`src/rtl/alu_pkg.sv`:
```
// Shared ALU control encodings and helpers for the execute-stage ALU.
package alu_pkg;

  typedef logic [3:0] alu_op_t;

  localparam alu_op_t ALU_AND = 4'b0000;
  localparam alu_op_t ALU_OR  = 4'b0001;
  localparam alu_op_t ALU_ADD = 4'b0010;
  localparam alu_op_t ALU_SUB = 4'b0110;
  localparam alu_op_t ALU_SLT = 4'b0111;
  localparam alu_op_t ALU_NOR = 4'b1100;

  // Operations that route B through the inverting path of the adder.
  function automatic logic needs_subtract(input alu_op_t op);
    return (op == ALU_SUB) || (op == ALU_SLT);
  endfunction

endpackage

```
`src/rtl/alu_addsub.sv`:
```
// Combinational adder/subtractor: subtract is A + ~B + 1, with carry and signed overflow.
module alu_addsub #(
  parameter int unsigned WIDTH = 32
) (
  input  logic [WIDTH-1:0] a,
  input  logic [WIDTH-1:0] b,
  input  logic             sub,
  output logic [WIDTH-1:0] sum,
  output logic             carry,
  output logic             overflow
);

  logic [WIDTH-1:0] b_eff;
  logic [WIDTH:0]   full;

  always_comb begin
    b_eff = sub ? ~b : b;
    full  = {1'b0, a} + {1'b0, b_eff} + {{WIDTH{1'b0}}, sub};
    sum   = full[WIDTH-1:0];
    carry = full[WIDTH];
    // Same-sign inputs to the adder producing a different-sign sum covers both ADD and SUB.
    overflow = (a[WIDTH-1] == b_eff[WIDTH-1]) && (sum[WIDTH-1] != a[WIDTH-1]);
  end

endmodule

```
`src/rtl/alu.sv`:
```
// MIPS-style 32-bit ALU with registered result, zero and signed-overflow flags.
module alu
  import alu_pkg::*;
#(
  parameter int unsigned WIDTH = 32
) (
  input  logic             clk,
  input  logic             rst_n,
  input  logic [WIDTH-1:0] read1,
  input  logic [WIDTH-1:0] read2,
  input  logic [3:0]       operation,
  output logic [WIDTH-1:0] result,
  output logic             zero,
  output logic             overflow
);

  alu_op_t          op;
  logic [WIDTH-1:0] as_sum;
  logic             as_carry_unused;
  logic             as_ovf;
  logic [WIDTH-1:0] next_result;
  logic             next_ovf;

  assign op = alu_op_t'(operation);

  alu_addsub #(.WIDTH(WIDTH)) u_addsub (
    .a        (read1),
    .b        (read2),
    .sub      (needs_subtract(op)),
    .sum      (as_sum),
    .carry    (as_carry_unused),
    .overflow (as_ovf)
  );

  always_comb begin
    next_result = '0;
    next_ovf    = 1'b0;
    case (op)
      ALU_AND: next_result = read1 & read2;
      ALU_OR:  next_result = read1 | read2;
      ALU_NOR: next_result = ~(read1 | read2);
      ALU_ADD, ALU_SUB: begin
        next_result = as_sum;
        next_ovf    = as_ovf;
      end
      // Sign of A-B corrected by overflow gives the true signed comparison.
      ALU_SLT: next_result = {{(WIDTH-1){1'b0}}, as_sum[WIDTH-1] ^ as_ovf};
      default: begin
        next_result = '0;
        next_ovf    = 1'b0;
      end
    endcase
  end

  always_ff @(posedge clk) begin
    if (!rst_n) begin
      result   <= '0;
      zero     <= 1'b1;
      overflow <= 1'b0;
    end else begin
      result   <= next_result;
      zero     <= (next_result == '0);
      overflow <= next_ovf;
    end
  end

endmodule

```
`config.mk`:
```
export PLATFORM = sky130hd
export DESIGN_NAME = alu
export DESIGN_NICKNAME = d
export VERILOG_FILES = /design/src/rtl/alu_pkg.sv /design/src/rtl/alu_addsub.sv /design/src/rtl/alu.sv
export SDC_FILE = /design/constraint.sdc
export NUM_CORES = 1
export LEC_CHECK = 0
export ABC_AREA = 1
export BUFFER_PORTS_ARGS = -buffer_cell sky130_fd_sc_hd__buf_2
export CORE_MARGIN = 5
export CORE_UTILIZATION = 50
export CTS_CLUSTER_SIZE = 25
export DETAILED_ROUTE_END_ITERATION = 8
export PLACE_DENSITY_LB_ADDON = 0.3
export SETUP_SLACK_MARGIN = 0.02
export SLEW_MARGIN = 20
export SYNTH_ARGS = -nofsm -noshare
export SYNTH_HDL_FRONTEND = slang
export SYNTH_SLANG_ARGS = --single-unit
```
`constraint.sdc`:
```
create_clock -name clk -period 5.95 [get_ports clk]
set_input_delay 0.595 -clock clk [delete_from_list [all_inputs] [get_ports clk]]
set_output_delay 0.595 -clock clk [all_outputs]
set_load 0.01 [all_outputs]
```
Yosys cells after proc, flatten, opt, wreduce, memory -nomap -nowiden
Cells that the tools add are included.
{"block": "classes", "muxes": 2, "addsub": 2, "reduce_logical": 6, "eq_ne": 7, "bitwise": 5}
{"cell": "$pmux W32 S5", "n": 1}
{"cell": "$not A32 Y32", "n": 2}
{"cell": "$add A32 B1 Y32", "n": 1}
{"cell": "$add A32 B32 Y32", "n": 1}
{"cell": "$and A32 B32 Y32", "n": 1}
{"cell": "$logic_not A32 Y1", "n": 1}
{"cell": "$mux W32", "n": 1}
{"cell": "$or A32 B32 Y32", "n": 1}
{"cell": "$eq A4 B3 Y1 const B", "n": 2}
{"cell": "$eq A4 B1 Y1 const B", "n": 1}
{"cell": "$eq A4 B2 Y1 const B", "n": 1}
{"cell": "$eq A4 B4 Y1 const B", "n": 1}
{"cell": "$logic_not A4 Y1", "n": 1}
{"cell": "$reduce_and A2 Y1", "n": 1}
{"cell": "$reduce_or A2 Y1", "n": 1}
{"cell": "$eq A1 B1 Y1", "n": 1}
{"cell": "$logic_and A1 B1 Y1", "n": 1}
{"cell": "$logic_or A1 B1 Y1", "n": 1}
{"cell": "$ne A1 B1 Y1", "n": 1}
{"cell": "$xor A1 B1 Y1", "n": 1}
{"block": "totals", "ff_bits": 34, "out_inout_bits": 34, "elab_cells": 25}

Depth between registers and ports, before layout
{"block": "logic_depth", "word_depth": 10, "depth_mapped": 22, "depth_no_buf": 21}

Cells and area by module
Synthesis repeated with hierarchy kept, for this count alone.
{"block": "hier_totals", "cells_unflattened": 902, "area_unflattened_um2": 4944.7}
{"mod": "alu", "area_per_inst_um2": 2598.7, "cells_each": 483, "n_inst": 1}
{"mod": "alu_addsub", "area_per_inst_um2": 2346.0, "cells_each": 419, "n_inst": 1}

Worst setup path after synthesis
No wires, ideal clock.
{"block": "synth_path", "kind": "in2reg", "from": "in operation[3]", "to": "reg zero", "stages": 17, "required_time_ps": 5882, "arrival_time_ps": 2831, "setup_slack_ps": 3050, "cell_sequence": "inv_2 nand3_2 buf_1 xnor2_1 ha_1 nand2_1 nand3_1 nand2_1 nand2_1 or2_2 nand3_1 nand3_1 nor2_1 nand3_1 nor2_1 nand2_1 o21bai_2"}
{"block": "synth_via", "elab_chain_cells": 10}
{"item": "from (decl)", "line": "alu.sv:11", "rtl": "input logic [3:0] operation,"}
{"item": "$eq A4 B3 Y1", "line": "alu_pkg.sv:15, alu.sv:38"}
{"item": "$logic_or A1 B1 Y1", "line": "alu_pkg.sv:15", "rtl": "return (op == ALU_SUB) || (op == ALU_SLT);"}
{"item": "$mux W32", "line": "alu_addsub.sv:17", "rtl": "b_eff = sub ? ~b : b;"}
{"item": "$add A32 B32 Y32", "line": "alu_addsub.sv:18", "rtl": "full = {1'b0, a} + {1'b0, b_eff} + {{WIDTH{1'b0}}, sub};"}
{"item": "$add A32 B1 Y32", "line": "alu_addsub.sv:18"}
{"item": "$ne A1 B1 Y1", "line": "alu_addsub.sv:22", "rtl": "overflow = (a[WIDTH-1] == b_eff[WIDTH-1]) && (sum[WIDTH-1] != a[WIDTH-1]);"}
{"item": "$logic_and A1 B1 Y1", "line": "alu_addsub.sv:22"}
{"item": "$xor A1 B1 Y1", "line": "alu.sv:47", "rtl": "ALU_SLT: next_result = {{(WIDTH-1){1'b0}}, as_sum[WIDTH-1] ^ as_ovf};"}
{"item": "$pmux W32 S5 *", "line": "alu.sv:38", "rtl": "case (op)"}
{"item": "$logic_not A32 Y1 *", "line": "alu.sv:62", "rtl": "zero <= (next_result == '0);"}
{"item": "to (signal assigned)", "line": "alu.sv:62"}
{"item": "to (decl)", "line": "alu.sv:13", "rtl": "output logic zero,"}
Every way passes the cells marked *; elsewhere a longest branch is shown, timed or not.
A chain may end at the register's enable or synchronous reset.

Worst setup path after layout
Same ends and word-level chain as after synthesis.

==> impl_metrics.yaml <==
placed_design:
  dpl.hpwl_um: 12400
  io_buffers: 103
  routabilityCongestion: 1.00
hold_path:
  min_from: "rst_n"
  holdPathStages: 3
  whs_endpoint: "overflow$_SDFF_PN0_"
  hp-class: "in -> reg"
sta:
  final.setup.tns_ns: 0
  slew_headroom_pct: 26.8
  timing.hold.ws_ns: 0.560
  rsz0062_at_grt: "false"
  slew_viol_final: 0
  setup_violations: 0
  worst_pin_slew_ns: 1.10
  period_share_pct: 69.9
  min_period_ns: 4.16
  max_clock_freq_ghz: 0.240
  finalHoldViolCount: 0
finish:
  area_growth_pct: 15.7
  drive_gt1_share_pct: 15.1
  fin_nets: 1045
  fillers: 981
  final_util_pct: 59.1
  layout_commonest_cell: "nand2_1"
  antennaDiodeCount: 0
  final_cell_mix: "nand2_1 (239), inv_1 (130), buf_2 (103), nor2_1 (100), nand3_1 (62)"
synthesis:
  synthArstFlopShare_pct: 0
  synthFlopType: "dfxtp_1"
  synth_cells: 844
  yosys_warnings: 0
  ys_seq_area_share_pct: 14.5
  ys_types: 39
  syn_avg_cell_area_um2: 5.56
  syn-num-nets: 949
  synth_edf_count: 0
  ys_ff_latch: 34
  synth_area_um2: 4700
  netlist.area_leader.share_pct: 19.1
  synth_top_area_cell: "nand2_1"
  synth_area_leaders: "nand2_1 (19%), dfxtp_1 (14%), inv_1 (10%)"
detailed_routing:
  viasPerCell: 5.45
  drt_iter0_markers: 545
  drc: 0
  drt_wl_total_um: 15300
  vias: 5729
  drtAntennaViolNets: 0
  firstDrtPassIters: 5
  wire_per_inst_um: 14.5
clock_network:
  cts_resized: 0
  path_clk_slew_ns: 0.07
  cts_max_path_buffers: 2
  clock-root-buffer: "clkbuf_8"
  cts_hold_buf: 0
  cts.sinks: 34
  post_cts_buffers: 0
  cts_max_level: 2
  cts_made_buffers: 5
  cts_tree: "done"
grt:
  grt_pass1_vias: 4993
  grt.total_usage_pct: 26.5
  grt_pass1_wl_um: 24500
  antenna_found_initial: 0
  overflow: 0
  grt_max_degree: 34
floorplanning:
  die_h_um: 107
  ios: 104
  initial_utilization_pct: 51.1
  std_cell_rows: 35
  fp.dieW_um: 107
  die_area_um2: 11400
  core_area_um2: 9200
power:
  p_leak_nw: 3.01
  power.density_nw_per_um2: 177
  vdd_drop_max_v: 0.000177
status:
  status: "finished, final reports clean"
flow_run:
  maxCapViolCount: 0
worst_setup_path:
  worst-setup-path-type: "in -> reg"
  cp_max_fo: 33
  end_kind: "flop"
  cp_data_arrival_time_ns: 4.38
  critPathLaunchType: "input port"
  required_ns: 6.17
-- worst max-delay path, stage by stage --
cell and delay (ns):
buf_2 0.13, inv_2 0.06, nand3_2 0.81, o21ai_1 0.67, inv_1 0.12, fa_1 0.39
inv_1 0.10, nand3_1 0.07, nand3_1 0.16, nand2_1 0.07, nand2_1 0.15, nand2_1 0.08
nand2_1 0.10, nand2_1 0.11, nand2_1 0.08, nand2_1 0.05, nand3_1 0.11, nand4_1 0.16
nor2_1 0.13, nand3_1 0.10, o21bai_2 0.12
-- cells by family after synthesis --
family / count (synthesis) / synth area share [%]
AND/OR/NAND/NOR: 462 / 42.4
adder cells (fa/ha/maj): 35 / 9.49
AO/OA/AOI/OAI: 132 / 15.6
buffers and inverters: 150 / 12.3
flip-flops: 34 / 14.5
XOR/XNOR: 31 / 5.78
-- through the flow --
| step | cell area, um2 | total power (W) | setup slack [ns] | cells |
|---|---|---|---|---|
| after floorplan | 4700 | 0.000568 | 3.05 | 844 |
| after global placement | 5290 | 0.000701 | 1.57 | 1044 |
| after detailed placement | 5290 | 0.000701 | 1.53 | 1044 |
| after CTS | 5430 | 0.000952 | 1.81 | 1052 |
| after global routing | 5430 | 0.00103 | 1.50 | 1052 |
| final | 5430 | 0.000961 | 1.79 | 1052 |
-- cell usage after synthesis, drive strengths merged, types with 15 or more instances --
library cell / instances
a21oi: 54
a31oi: 23
dfxtp: 34
ha: 34
inv: 135
nand2: 248
nand3: 66
nand4: 16
nor2: 104
nor3: 15
o21ai: 42
xnor2: 16
xor2: 15
-- registers in the layout (all words and copies together) (netlist names) --
signal    cells
overflow      1
result       32
zero          1
-- final cells by class --
type	instances	area, um2	share of cell area [%]
inverters	135	507	9.33
repair buffers	104	523	9.63
clock buffers	5	68.8	1.27
clock inverters	3	68.8	1.27
flip-flops and latches	34	681	12.5
well taps	111	139	2.56
multi-input cells	660	3440	63.4
-- how the worst max path moves through the flow --
stage / from / to / cells past startpoint
after global placement: operation[3] / zero$_SDFF_PN1_ / 21
after global routing: operation[3] / zero$_SDFF_PN1_ / 21
after CTS: operation[3] / zero$_SDFF_PN1_ / 21
after detailed placement: operation[3] / zero$_SDFF_PN1_ / 21
after floorplan: operation[3] / zero$_SDFF_PN1_ / 17
final: operation[3] / zero$_SDFF_PN1_ / 21
-- where the power goes --
group / switching [W] / internal [W]
clock network: 0.0000831 / 0.000168
logic: 0.000307 / 0.000161
registers: 0.00000236 / 0.000239
total: 0.000393 / 0.000568
-- per-layer routing --
metal	vias to the layer above	global-route usage (%)	share of wire, %
met1	2528	39.2	47
met4	0	5.02	1.2
li1	2911	-	-
met3	15	4.52	11
met2	275	40.4	42
met5	-	0	0
No activity file was read; power rests on OpenSTA's default activity.
